--- src/rtl/endscreen_vga_ctrl.sv ---
// endscreen_vga_ctrl
//   End-of-game screen engine with its own VGA timing generator. On an
//   enable rising edge it latches the game result and both scores, then
//   draws a blinking result-coloured banner plus two score bars. It leaves
//   after TIMEOUT_FRAMES frames or on a home request and pulses done once.
//   If enable drops while showing, it returns to idle without done.
//
// Ports
//   clk_100MHz  system clock
//   reset       asynchronous, active-high reset
//   enable      end-screen selected by the game FSM (rising edge starts a session)
//   win, lose   result levels, sampled once at session entry
//   home        debounced home request (level), leaves the screen
//   score_l/r   scores, sampled once at session entry
//   rgb         pixel colour {R4,G4,B4}, registered, zero outside the visible area
//   hsync/vsync active-low syncs, registered
//   video_on    registered visible-area flag
//   frame_tick  one-clock pulse on the pixel tick that wraps (x,y) to (0,0)
//   done        one-clock pulse when the session exits through timeout or home
//
// Build option
//   ENDSCREEN_BORDER_EN : when defined, an 8-pixel white frame is drawn on
//   top of everything while showing.
//
// The banner/bar geometry and the bar unit width are parameters so that the
// drawing can follow a reduced display geometry; the defaults give the
// 640x480 layout.

module endscreen_vga_ctrl #(
  parameter int CLK_DIV        = 4,
  parameter int H_DISPLAY      = 640,
  parameter int H_FP           = 16,
  parameter int H_SYNC         = 96,
  parameter int H_BP           = 48,
  parameter int V_DISPLAY      = 480,
  parameter int V_FP           = 10,
  parameter int V_SYNC         = 2,
  parameter int V_BP           = 33,
  parameter int BLINK_FRAMES   = 30,
  parameter int TIMEOUT_FRAMES = 600,
  parameter int SCORE_W        = 4,
  parameter int BANNER_X0      = 160,
  parameter int BANNER_X1      = 479,
  parameter int BANNER_Y0      = 200,
  parameter int BANNER_Y1      = 279,
  parameter int BAR_Y0         = 320,
  parameter int BAR_Y1         = 335,
  parameter int BAR_UNIT       = 8,
  parameter int BORDER_W       = 8
) (
  input  logic               clk_100MHz,
  input  logic               reset,
  input  logic               enable,
  input  logic               win,
  input  logic               lose,
  input  logic               home,
  input  logic [SCORE_W-1:0] score_l,
  input  logic [SCORE_W-1:0] score_r,
  output logic [11:0]        rgb,
  output logic               hsync,
  output logic               vsync,
  output logic               video_on,
  output logic               frame_tick,
  output logic               done
);

  localparam int H_TOTAL = H_DISPLAY + H_FP + H_SYNC + H_BP;
  localparam int V_TOTAL = V_DISPLAY + V_FP + V_SYNC + V_BP;
  localparam int DW      = $clog2(CLK_DIV);
  localparam int XW      = $clog2(H_TOTAL);
  localparam int YW      = $clog2(V_TOTAL);
  localparam int FW      = $clog2(TIMEOUT_FRAMES + 1);
  localparam int BW      = $clog2(BLINK_FRAMES + 1);

  typedef enum logic [1:0] {S_IDLE, S_SHOW, S_EXIT} state_t;
  typedef enum logic [1:0] {RES_WIN, RES_LOSE, RES_DRAW} result_t;

  logic [DW-1:0]      div_q, div_d;
  logic [XW-1:0]      x_q, x_d;
  logic [YW-1:0]      y_q, y_d;
  state_t             state_q, state_d;
  result_t            res_q, res_d;
  logic               en_q, en_d;
  logic [SCORE_W-1:0] score_l_q, score_l_d, score_r_q, score_r_d;
  logic [FW-1:0]      frame_cnt_q, frame_cnt_d;
  logic [BW-1:0]      blink_cnt_q, blink_cnt_d;
  logic               blink_on_q, blink_on_d;
  logic [11:0]        rgb_q, rgb_d;
  logic               hsync_q, hsync_d, vsync_q, vsync_d, video_on_q, video_on_d;

  logic        p_tick, x_end, y_end;
  logic [15:0] px, py, bar_l_end, bar_r_start;
  logic        visible, in_banner, in_bar_row, in_bar_l, in_bar_r, in_border;
  logic [11:0] banner_rgb;

  // ---------------- timing ----------------
  assign p_tick     = (div_q == DW'(CLK_DIV - 1));
  assign x_end      = (x_q == XW'(H_TOTAL - 1));
  assign y_end      = (y_q == YW'(V_TOTAL - 1));
  assign frame_tick = p_tick & x_end & y_end;

  always_comb begin
    div_d = p_tick ? '0 : div_q + DW'(1);
    x_d   = x_q;
    y_d   = y_q;
    if (p_tick) begin
      if (x_end) begin
        x_d = '0;
        y_d = y_end ? '0 : y_q + YW'(1);
      end else begin
        x_d = x_q + XW'(1);
      end
    end
  end

  // ---------------- session FSM ----------------
  always_comb begin
    state_d     = state_q;
    res_d       = res_q;
    en_d        = enable;
    score_l_d   = score_l_q;
    score_r_d   = score_r_q;
    frame_cnt_d = frame_cnt_q;
    blink_cnt_d = blink_cnt_q;
    blink_on_d  = blink_on_q;
    case (state_q)
      S_IDLE: begin
        // Only a fresh rising edge starts a session, so holding enable
        // high after an exit keeps the screen idle.
        if (enable && !en_q) begin
          if (win && !lose)      res_d = RES_WIN;
          else if (lose && !win) res_d = RES_LOSE;
          else                   res_d = RES_DRAW;
          score_l_d   = score_l;
          score_r_d   = score_r;
          frame_cnt_d = '0;
          blink_cnt_d = '0;
          blink_on_d  = 1'b1;
          state_d     = S_SHOW;
        end
      end
      S_SHOW: begin
        // Losing enable beats every other exit and never produces done.
        if (!enable) begin
          state_d = S_IDLE;
        end else if (home) begin
          state_d = S_EXIT;
        end else if (frame_tick) begin
          if (frame_cnt_q == FW'(TIMEOUT_FRAMES - 1)) begin
            state_d = S_EXIT;
          end else begin
            frame_cnt_d = frame_cnt_q + FW'(1);
            if (blink_cnt_q == BW'(BLINK_FRAMES - 1)) begin
              blink_cnt_d = '0;
              blink_on_d  = ~blink_on_q;
            end else begin
              blink_cnt_d = blink_cnt_q + BW'(1);
            end
          end
        end
      end
      S_EXIT:  state_d = S_IDLE;
      default: state_d = S_IDLE;
    endcase
  end

  // ---------------- drawing ----------------
  always_comb begin
    px          = 16'(x_q);
    py          = 16'(y_q);
    bar_l_end   = 16'(BANNER_X0) + 16'(BAR_UNIT) * 16'(score_l_q);
    // A zero score puts the start one past the banner edge: empty bar.
    bar_r_start = 16'(BANNER_X1 + 1) - 16'(BAR_UNIT) * 16'(score_r_q);
  end

  assign visible    = (px < 16'(H_DISPLAY)) && (py < 16'(V_DISPLAY));
  assign in_banner  = (px >= 16'(BANNER_X0)) && (px <= 16'(BANNER_X1)) &&
                      (py >= 16'(BANNER_Y0)) && (py <= 16'(BANNER_Y1));
  assign in_bar_row = (py >= 16'(BAR_Y0)) && (py <= 16'(BAR_Y1));
  assign in_bar_l   = in_bar_row && (px >= 16'(BANNER_X0)) && (px < bar_l_end);
  assign in_bar_r   = in_bar_row && (px >= bar_r_start) && (px <= 16'(BANNER_X1));

`ifdef ENDSCREEN_BORDER_EN
  assign in_border = (px < 16'(BORDER_W)) || (px >= 16'(H_DISPLAY - BORDER_W)) ||
                     (py < 16'(BORDER_W)) || (py >= 16'(V_DISPLAY - BORDER_W));
`else
  assign in_border = 1'b0;
`endif

  always_comb begin
    case (res_q)
      RES_WIN:  banner_rgb = 12'h0F0;
      RES_LOSE: banner_rgb = 12'hF00;
      default:  banner_rgb = 12'hFF0;
    endcase
  end

  always_comb begin
    rgb_d      = 12'h000;
    video_on_d = visible;
    hsync_d    = !((px >= 16'(H_DISPLAY + H_FP)) && (px <= 16'(H_DISPLAY + H_FP + H_SYNC - 1)));
    vsync_d    = !((py >= 16'(V_DISPLAY + V_FP)) && (py <= 16'(V_DISPLAY + V_FP + V_SYNC - 1)));
    if (visible && state_q == S_SHOW) begin
      if (in_border)                 rgb_d = 12'hFFF;
      else if (in_banner)            rgb_d = blink_on_q ? banner_rgb : 12'h008;
      else if (in_bar_l || in_bar_r) rgb_d = 12'hFFF;
      else                           rgb_d = 12'h008;
    end
  end

  // ---------------- registers ----------------
  always_ff @(posedge clk_100MHz or posedge reset) begin
    if (reset) begin
      div_q       <= '0;
      x_q         <= '0;
      y_q         <= '0;
      state_q     <= S_IDLE;
      res_q       <= RES_WIN;
      en_q        <= 1'b0;
      score_l_q   <= '0;
      score_r_q   <= '0;
      frame_cnt_q <= '0;
      blink_cnt_q <= '0;
      blink_on_q  <= 1'b0;
      rgb_q       <= 12'h000;
      hsync_q     <= 1'b1;
      vsync_q     <= 1'b1;
      video_on_q  <= 1'b0;
    end else begin
      div_q       <= div_d;
      x_q         <= x_d;
      y_q         <= y_d;
      state_q     <= state_d;
      res_q       <= res_d;
      en_q        <= en_d;
      score_l_q   <= score_l_d;
      score_r_q   <= score_r_d;
      frame_cnt_q <= frame_cnt_d;
      blink_cnt_q <= blink_cnt_d;
      blink_on_q  <= blink_on_d;
      // Pixel outputs move once per pixel, one pixel behind the counters.
      if (p_tick) begin
        rgb_q      <= rgb_d;
        hsync_q    <= hsync_d;
        vsync_q    <= vsync_d;
        video_on_q <= video_on_d;
      end
    end
  end

  assign rgb      = rgb_q;
  assign hsync    = hsync_q;
  assign vsync    = vsync_q;
  assign video_on = video_on_q;
  assign done     = (state_q == S_EXIT);

endmodule

--- config.mk ---
export PLATFORM = sky130hd
export DESIGN_NAME = endscreen_vga_ctrl
export DESIGN_NICKNAME = d
export VERILOG_FILES = /design/src/rtl/endscreen_vga_ctrl.sv
export SDC_FILE = /design/constraint.sdc
export NUM_CORES = 1
export LEC_CHECK = 0
export ABC_AREA = 1
export CAP_MARGIN = 20
export CORE_MARGIN = 2
export CORE_UTILIZATION = 50
export CTS_CLUSTER_DIAMETER = 150
export DETAILED_ROUTE_END_ITERATION = 6
export DONT_BUFFER_PORTS = 1
export PLACE_DENSITY = 0.68
export SLEW_MARGIN = 20
export SYNTH_ARGS = -nofsm -noshare
export SYNTH_HDL_FRONTEND = slang
export SYNTH_SLANG_ARGS = --single-unit
export TNS_END_PERCENT = 5
--- constraint.sdc ---
create_clock -name clk_100MHz -period 1.8 [get_ports clk_100MHz]
set_input_delay 0.18 -clock clk_100MHz [delete_from_list [all_inputs] [get_ports clk_100MHz]]
set_output_delay 0.18 -clock clk_100MHz [all_outputs]
set_load 0.01 [all_outputs]
Word level (Yosys, flattened, before mapping):

Cells that the tools add are included.

* register bits after elaboration: 66
* bits of input ports: 14

* multiplexer cells: 36
* bitwise gates (word level): 3
* reduce and logical (&&, ||, !) cells: 29
* magnitude comparators: 14
* equality and inequality tests: 16
* add/subtract/negate cells: 7

Operators by type and width (number)
* $mux W10: 7
* $mux W12: 4
* $le A10 B9 Y1 const B: 4
* $add A10 B1 Y10 const B: 3
* $eq A10 B10 Y1 const B: 3
* $mux W5: 6
* $pmux W12 S2: 1
* $ge A10 B8 Y1 const B: 2
* $ge A10 B9 Y1 const B: 2
* $pmux W10 S2: 1
* $ge A10 B16 Y1: 1
* $mux W2: 8
* $logic_and A1 B1 Y1: 15
* $ne A2 B2 Y1 const B: 6
* $ge A10 B10 Y1 const B: 1
* $le A10 B10 Y1 const B: 1
* $lt A10 B10 Y1 const B: 1
* $lt A10 B9 Y1: 1
* $lt A10 B9 Y1 const B: 1
* $pmux W5 S2: 1
* $sub A9 B7 Y10 const A: 1
* $add A8 B7 Y9 const A: 1
* $ne A4 B4 Y1 const B: 2
* $reduce_and A7 Y1: 1
* other kinds (17): 31

Logic depth before layout (Yosys ltp):

Gate-level depths: netlist of the first run.

* word-level depth: 8
* gate-level depth with buffers: 14

Least setup slack after synthesis of the first run:

No wires, ideal clock.

* path type: reg-to-reg
* start: register score_r_q[0]
* end: register rgb_q[10], in the netlist rgb[10]
* path slack: 0.147 ns
* setup time: 0.126 ns
* stages on the path, launching flop included: 15
* data arrival time: 1.527 ns
* period minus slack after synthesis: 1.653 ns
* cells stage by stage: dfrtp_1 -> inv_1 -> ha_1 -> xnor2_1 -> ha_1 -> nand2_1 -> nand2_1 -> nand2_1 -> nand3_1 -> nand2_1 -> nand2_1 -> nand2_1 -> nand2_1 -> nand2_1 -> nand3_1

* cells in the longest elaborated chain, start to end: 8

Ends and longest elaborated chain
* from (decl): line 84 `logic [SCORE_W-1:0] score_l_q, score_l_d, score_r_q, score_r_d;`
* from (signal assigned): line 237 `score_r_q <= score_r_d;`
* $sub A9 B7 Y10: line 173 `bar_r_start = 16'(BANNER_X1 + 1) - 16'(BAR_UNIT) * 16'(score_r_q);`
* $ge A10 B16 Y1: line 181 `assign in_bar_r = in_bar_row && (px >= bar_r_start) && (px <= 16'(BANNER_X1));`
* $logic_and A1 B1 Y1 (2 in series): line 181
* $logic_or A1 B1 Y1: line 206 `else if (in_bar_l || in_bar_r) rgb_d = 12'hFFF;`
* $mux W12: line 206
* $mux W12: line 205 `else if (in_banner) rgb_d = blink_on_q ? banner_rgb : 12'h008;`
* $mux W12: line 203 `if (visible && state_q == S_SHOW) begin`
* to (signal assigned): line 243 `rgb_q <= rgb_d;`
* to (decl): line 88 `logic [11:0] rgb_q, rgb_d;`

No other way between the ends.
A chain may end at the register's enable or synchronous reset.

Worst setup path after layout of the first run:

Same ends and word-level chain as after synthesis.

==> results of run 1 <==
[worst min path at each step]
| stage | end | slack, ns | depth (start not counted) |
|---|---|---|---|
| 2_1_floorplan | en_q | 0.21 | 0 |
| 3_3_place_gp | frame_cnt_q[8] | 0.04 | 1 |
| 3_5_place_dp | frame_cnt_q[8] | 0.04 | 1 |
| 4_1_cts | score_r_q[3] | 0.006 | 2 |
| 5_1_grt | score_r_q[1] | 0.02 | 2 |
| 6_report | state_q[1] | 0.03 | 2 |
[worst register-to-register path: stages (launching register included)]
cell and delay [ns]:
dfrtp_1 0.38, inv_2 0.07, ha_4 0.16, xnor2_1 0.13
ha_1 0.33, nand2_1 0.06, nor2_1 0.11, nand2_1 0.06
nor2_1 0.08, nor2_1 0.04, nand2_1 0.06, nand2_1 0.04
nand2_1 0.07, nand2_2 0.06, nand3_1 0.06
[timing repair]
| action | 4_1_cts | 5_1_grt |
|---|---|---|
| hold buffers | 7 | 1 |
| resized for setup | 3 | 10 |
| endpoints found under the setup margin | 4 | 19 |
| buffers inserted | 3 | 0 |
| pin swaps | 2 | 2 |
| endpoints found under the hold margin | 18 | 1 |
| gates cloned | 0 | 0 |
[layout by cell type, fill, tap and decap left out, drive strengths merged]
cell type / instances
nand3b: 3
nor2: 49
dlygate4sd3: 8
nand4: 13
a31oi: 1
nor3: 19
mux2: 5
or2: 4
nor2b: 1
xnor2: 2
nand3: 39
clkbuf: 11
dfrtp: 56
inv: 64
a21oi: 11
nor3b: 2
dfstp: 2
bufinv: 3
o21a: 2
clkinv: 2
buf: 24
nor4: 1
xor2: 7
o21ai: 39
nand2: 115
ha: 21
[metrics by stage]
step                cell area (sq um)  worst slack [ns]  total power, uW  utilization (%)
floorplan                        3739            0.1469             1786                -
global placement                 3935           0.06564             1886            54.25
detailed placement               3935          -0.01097             1911            54.25
CTS                              4284          0.002386             3459            59.07
global route                     4319           -0.1477             3597            59.55
finish                           4319           0.04335             3433            59.55
[registers in the layout, summed over array words and instances, names as in the netlist, 2 cells and up]
name,cells
state_q,2
score_r_q,4
div_q,2
y_q,10
res_q,2
x_q,10
rgb,4
frame_cnt_q,10
blink_cnt_q,5
score_l_q,4
[cell type report]
cell class	instances	area share (%)
tap	99	2.868
sequential	58	33.66
inverter	64	5.562
timing repair buffer	32	7.184
clock buffer	11	3.505
clock inverter	5	2.317
multi-input combinational	334	44.90
[power by group through the flow]
stage / clock [uW] / combinational (uW) / sequential, uW
finish: 1510 / 469 / 1450
CTS: 1550 / 464 / 1450
global route: 1600 / 539 / 1460
detailed placement: 0 / 442 / 1470
global placement: 0 / 421 / 1460
floorplan: 0 / 327 / 1460
[layer usage]
metal	track usage, %	routed length [um]	vias up
li1	-	-	1575
met4	6.410	80	0
met2	35.45	3814	56
met1	24.96	3569	1454
met5	0	0	-
met3	5.509	326	11
[cell families (layout without fill, tap and decap cells)]
kind of cell / count (synthesis) / in the layout / synth area share (%)
AND/OR/NAND/NOR: 246 / 246 / 31.66
buffers and inverters: 83 / 112 / 10.04
flip-flops: 58 / 58 / 38.89
AO/OA/AOI/OAI: 53 / 53 / 8.769
adder cells (fa/ha/maj): 21 / 21 / 7.028
XOR/XNOR: 9 / 9 / 2.109
multiplexers: 5 / 5 / 1.506
==> impl_metrics.env, run 1 <==
export IMPL_drt_iter0_drc=134
export IMPL_whs_ns=0.02876
export IMPL_fmax_mhz=569.3
export IMPL_antenna_found_initial=0
export IMPL_wl_per_cell_um=12.92
export IMPL_grt_total_usage_pct=20.54
export IMPL_synth_ff_latch_count=58
export IMPL_path_depth=14
export IMPL_drtPass1Iterations=5
export IMPL_io_buffers=0
export IMPL_cts_buffer_depth=2
export IMPL_path_buf_inv=1
export IMPL_rows=31
export IMPL_final_layout_size_suffix_gt1_share_pct=22.02
export IMPL_maxCapViolCount=0
export IMPL_cts_buffers=9
export IMPL_grt_max_degree=47
export IMPL_die_w_um=90.47
export IMPL_p_switching_uw=850.7
export IMPL_clock_skew_ns=0.006340
export IMPL_finalHoldViolCount=0
export IMPL_worstRegToRegCells=14
export IMPL_start_util_pct=51.54
export IMPL_reg2reg_to="rgb[10]"
export IMPL_tritoncts="done"
export IMPL_io_pins=31
export IMPL_internal_power_uw=2582
export IMPL_sw_frac_of_total_pct=24.78
export IMPL_synthTopCellsByArea="dfrtp_1, nand2_1, ha_1"
export IMPL_critPathArrivalTime_ns=2.04
export IMPL_dp_hpwl_um=5752
export IMPL_r2r_start="score_r_q[0]"
export IMPL_grt_pass1_wl_um=13740
export IMPL_synthCells=475
export IMPL_num_vias=3096
export IMPL_startpoint="score_r_q[0]"
export IMPL_slowest_delay_ns=0.38
export IMPL_outcome="complete, no violations"
export IMPL_die_y_um=90.47
export IMPL_synth_most_common_cell="nand2_1"
export IMPL_end_kind="register"
export IMPL_ff_latch_area_sq_mm=0.001454
export IMPL_synth_cell_type_count=37
export IMPL_min_path_type="input pin to register"
export IMPL_place_congestion=0.8763
export IMPL_worst_setup_path_type="register to register"
export IMPL_grt_overflow_total=0
export IMPL_cp_start_kind="register"
export IMPL_syn_area_sq_mm=0.003739
export IMPL_powerDensity_mw_per_mm2=794.8
export IMPL_synthFlopType="dfrtp_1"
export IMPL_syn_nets=510
export IMPL_cp_max_fo=3
export IMPL_clk_latency_ns=0.34
export IMPL_cp_endpoint="rgb[10]"
export IMPL_ys_warn_count=0
export IMPL_n_antenna_cell=0
export IMPL_tightest_slew_ns=0.4327
export IMPL_clkSinkCount=58
export IMPL_maxSlewViolCount=0
export IMPL_tns_ns=0
export IMPL_p_leak_uw=0.002045
export IMPL_slowest_stage="dfrtp_1"
export IMPL_dp_cells=576
export IMPL_cpMostUsedCell="nand2_1"
export IMPL_vias_per_cell=5.134
export IMPL_grt_pass1_vias=3087
export IMPL_syn2layout_area_growth_pct=15.53
export IMPL_cp_cell_sequence="inv_2 > ha_4 > xnor2_1 > ha_1 > nand2_1 > nor2_1 > nand2_1 > nor2_1 > nor2_1 > nand2_1 > nand2_1 > nand2_1 > nand2_2 > nand3_1"
export IMPL_seq_area_frac_synth_pct=38.89
export IMPL_drc=0
export IMPL_yosys_top_cells_count="nand2_1, inv_1, dfrtp_1"
export IMPL_slew_limit_headroom_pct=70.93
export IMPL_power_frac_comb_pct=13.7
export IMPL_ir_worst_vdd_mv=0.6336
export IMPL_nFillCells=652
export IMPL_crit_family="simple AND/OR/NAND/NOR gates"
export IMPL_fin_crit_sh_pct=97.59
export IMPL_multi_input_area_sq_mm=0.001939
export IMPL_r2r_slack_ns=0.04
export IMPL_p_clk_share_pct=44.1
export IMPL_synth_top_area_share_pct=37.48
export IMPL_die_area_sq_mm=0.008185
export IMPL_routed_wl_um=7791
export IMPL_setup_viol=0
export IMPL_min_from="enable"
export IMPL_async_reset_ff_share_pct=100.0
export IMPL_clk_pin_slew_ns=0.07
export IMPL_stdcell_count=603
export IMPL_grt_setup_unrepaired="yes"
export IMPL_finalCriticalPeriod_ns=1.757
export IMPL_p_seq_share_pct=42.2
export IMPL_ant_nets=0
export IMPL_synth_top_area_cell="dfrtp_1"
export IMPL_synth_edf_count=0
export IMPL_cts_root_buf="clkbuf_8"
export IMPL_critPathRequiredTime_ns=2.08
export IMPL_h_tree_depth=3
export IMPL_syn_area_per_cell_sq_um=7.871
export IMPL_final_nets=534
export IMPL_core_area_sq_mm=0.007253
No activity file was read; power rests on OpenSTA's default activity.
==> inputs of run 2 (changes only) <==
Settings changed: PLACE_DENSITY 0.68 to 0.65.
Clock period 1.8 ns to 1.84 ns, I/O delays scaled along.
==> impl_metrics.env, run 2 (same netlist as run 1, synthesis figures left out) <==
export IMPL_nFillCells=684
export IMPL_gr_usage_met1_pct=28.89
export IMPL_critPathRequiredTime_ns=2.07
export IMPL_grt_setup_unrepaired="yes"
export IMPL_clk_latency_ns=0.35
export IMPL_drt_iter0_drc=150
export IMPL_ir_worst_vdd_mv=0.4371
export IMPL_wl_per_cell_um=13.33
export IMPL_grt_total_usage_pct=21.11
export IMPL_maxCapViolCount=0
export IMPL_vias_per_cell=5.191
export IMPL_tritoncts="done"
export IMPL_cts_buffers=9
export IMPL_pre_cts_ws_ns=-0.04454
export IMPL_post_cts_buffers=0
export IMPL_cp_start_kind="register"
export IMPL_io_pins=31
export IMPL_cp_endpoint="rgb[7]"
export IMPL_hold_depth=2
export IMPL_whs_ns=0.01223
export IMPL_p_switching_uw=882.9
export IMPL_setup_ws_ns=0.009064
export IMPL_setup_viol=0
export IMPL_slew_limit_headroom_pct=57.19
export IMPL_top_regs="frame_cnt_q: 10 flops, x_q: 10 flops, y_q: 10 flops"
export IMPL_cp_max_fo=3
export IMPL_dp_hpwl_um=5682
export IMPL_rows=31
export IMPL_critPathArrivalTime_ns=2.06
export IMPL_min_from="score_r[0]"
export IMPL_grt_overflow_total=0
export IMPL_grt_pass1_wl_um=13910
export IMPL_met3_usage_pct=4.674
export IMPL_grt_pass1_vias=2969
export IMPL_finalHoldViolCount=0
export IMPL_ant_nets=0
export IMPL_n_antenna_cell=0
export IMPL_clk_pin_slew_ns=0.07
export IMPL_drc=0
export IMPL_final_layout_size_suffix_gt1_share_pct=20.52
export IMPL_worst_setup_path_type="register to register"
export IMPL_die_area_sq_mm=0.008185
export IMPL_r2r_start="score_r_q[0]"
export IMPL_internal_power_uw=2345
export IMPL_finalCriticalPeriod_ns=1.831
export IMPL_core_area_sq_mm=0.007253
export IMPL_final_common_cell="nand2_1"
export IMPL_start_util_pct=51.54
export IMPL_p_leak_uw=0.002016
export IMPL_final_util_pct=58.46
export IMPL_num_vias=3094
export IMPL_place_congestion=0.8638
export IMPL_fmax_mhz=546.2
export IMPL_p_seq_share_pct=43.9
export IMPL_p_clk_share_pct=41.7
export IMPL_antenna_found_initial=0
export IMPL_clkSinkCount=58
export IMPL_tns_ns=0
export IMPL_reg2reg_to="rgb[7]"
export IMPL_die_y_um=90.47
export IMPL_powerDensity_mw_per_mm2=761.2
export IMPL_end_kind="register"
export IMPL_p_total_uw=3228
export IMPL_tightest_slew_ns=0.6412
export IMPL_worstRegToRegCells=14
export IMPL_drtPass1Iterations=4
export IMPL_outcome="complete, no violations"
export IMPL_io_buffers=0
export IMPL_syn2layout_area_growth_pct=13.42
export IMPL_final_nets=527
export IMPL_maxSlewViolCount=0
export IMPL_fin_crit_sh_pct=99.51
export IMPL_cts_buffer_depth=2
export IMPL_grt_max_degree=30
export IMPL_clock_skew_ns=0.005345
export IMPL_die_w_um=90.47
export IMPL_cts_root_buf="clkbuf_8"
export IMPL_mostFrequentLayoutCells="nand2_1, dfrtp_1, inv_1"
export IMPL_min_path_type="input pin to register"
export IMPL_routed_wl_um=7943
export IMPL_r2r_slack_ns=0.009
export IMPL_power_frac_comb_pct=14.3
export IMPL_sw_frac_of_total_pct=27.35
export IMPL_grt_busiest_layer="met2"
export IMPL_grtUsageMet2_pct=31.78
export IMPL_h_tree_depth=3
export IMPL_startpoint="score_r_q[0]"
==> run 2: changes by cell type in the layout (fill, tap and decap cells not counted), moves of 2 or more <==
cell / change
buf_4: -7
inv_1: +5
inv_2: -5
clkinv_2: +2
nand2_1: -2
nand2_2: +2
nand3_2: +2
==> run 2: cell type report <==
class                   instances  area, sq um  area share [%]
multi-input cells             334         1947           45.91
inverters                      64        240.2           5.665
clock buffers                  10        137.6           3.246
repair buffers                 25        257.7           6.078
well taps                      99        123.9           2.921
flip-flops and latches         58         1454           34.29
clock inverters                 6        80.08           1.888
==> run 2: how the worst min path moves through the flow <==
stage	end
6_report	score_r_q[0]
5_1_grt	score_r_q[0]
4_1_cts	score_r_q[1]
3_5_place_dp	frame_cnt_q[7]
3_3_place_gp	frame_cnt_q[7]
2_1_floorplan	en_q
==> run 2: worst max-delay path, cell delays in order (launching register included) <==
cell and delay, ns:
dfrtp_1 0.38, inv_2 0.06, ha_4 0.16, xnor2_2 0.12, ha_1 0.32, nand2_2 0.08
nand2_1 0.06, nand2_1 0.06, nand3_1 0.07, nand2_1 0.06, nand2_1 0.05, nand2_1 0.06
nand2_2 0.06, nand2_2 0.08, nand3_1 0.07
==> run 2: stage by stage <==
stage               instances  cell area (sq um)
floorplan                 475               3739
global placement          572               3905
detailed placement        572               3905
CTS                       596               4228
global route              596               4240
finish                    596               4240
==> run 2: power groups by stage <==
stage | clock [uW] | combinational [uW] | sequential (uW)
6_report | 1350 | 463 | 1420
5_1_grt | 1430 | 536 | 1430
4_1_cts | 1370 | 463 | 1420
3_5_place_dp | 0 | 428 | 1440
3_3_place_gp | 0 | 412 | 1430
2_1_floorplan | 0 | 320 | 1430
==> run 2: timing repair <==
item | 4_1_cts | 5_1_grt
pin swaps | 4 | 6
resized for setup | 6 | 4
gates cloned | 0 | 0
hold buffers | 8 | 0
endpoints found under the setup margin | 3 | 19
hold endpoints to repair | 35 | 0
==> run 2: metal layers <==
metal / wire [um] / up-vias / part of all wire, %
met1: 3859 / 1447 / 49
met5: 0 / - / 0
li1: - / 1566 / -
met3: 339 / 14 / 4.3
met2: 3587 / 67 / 45
met4: 157 / 0 / 2.0
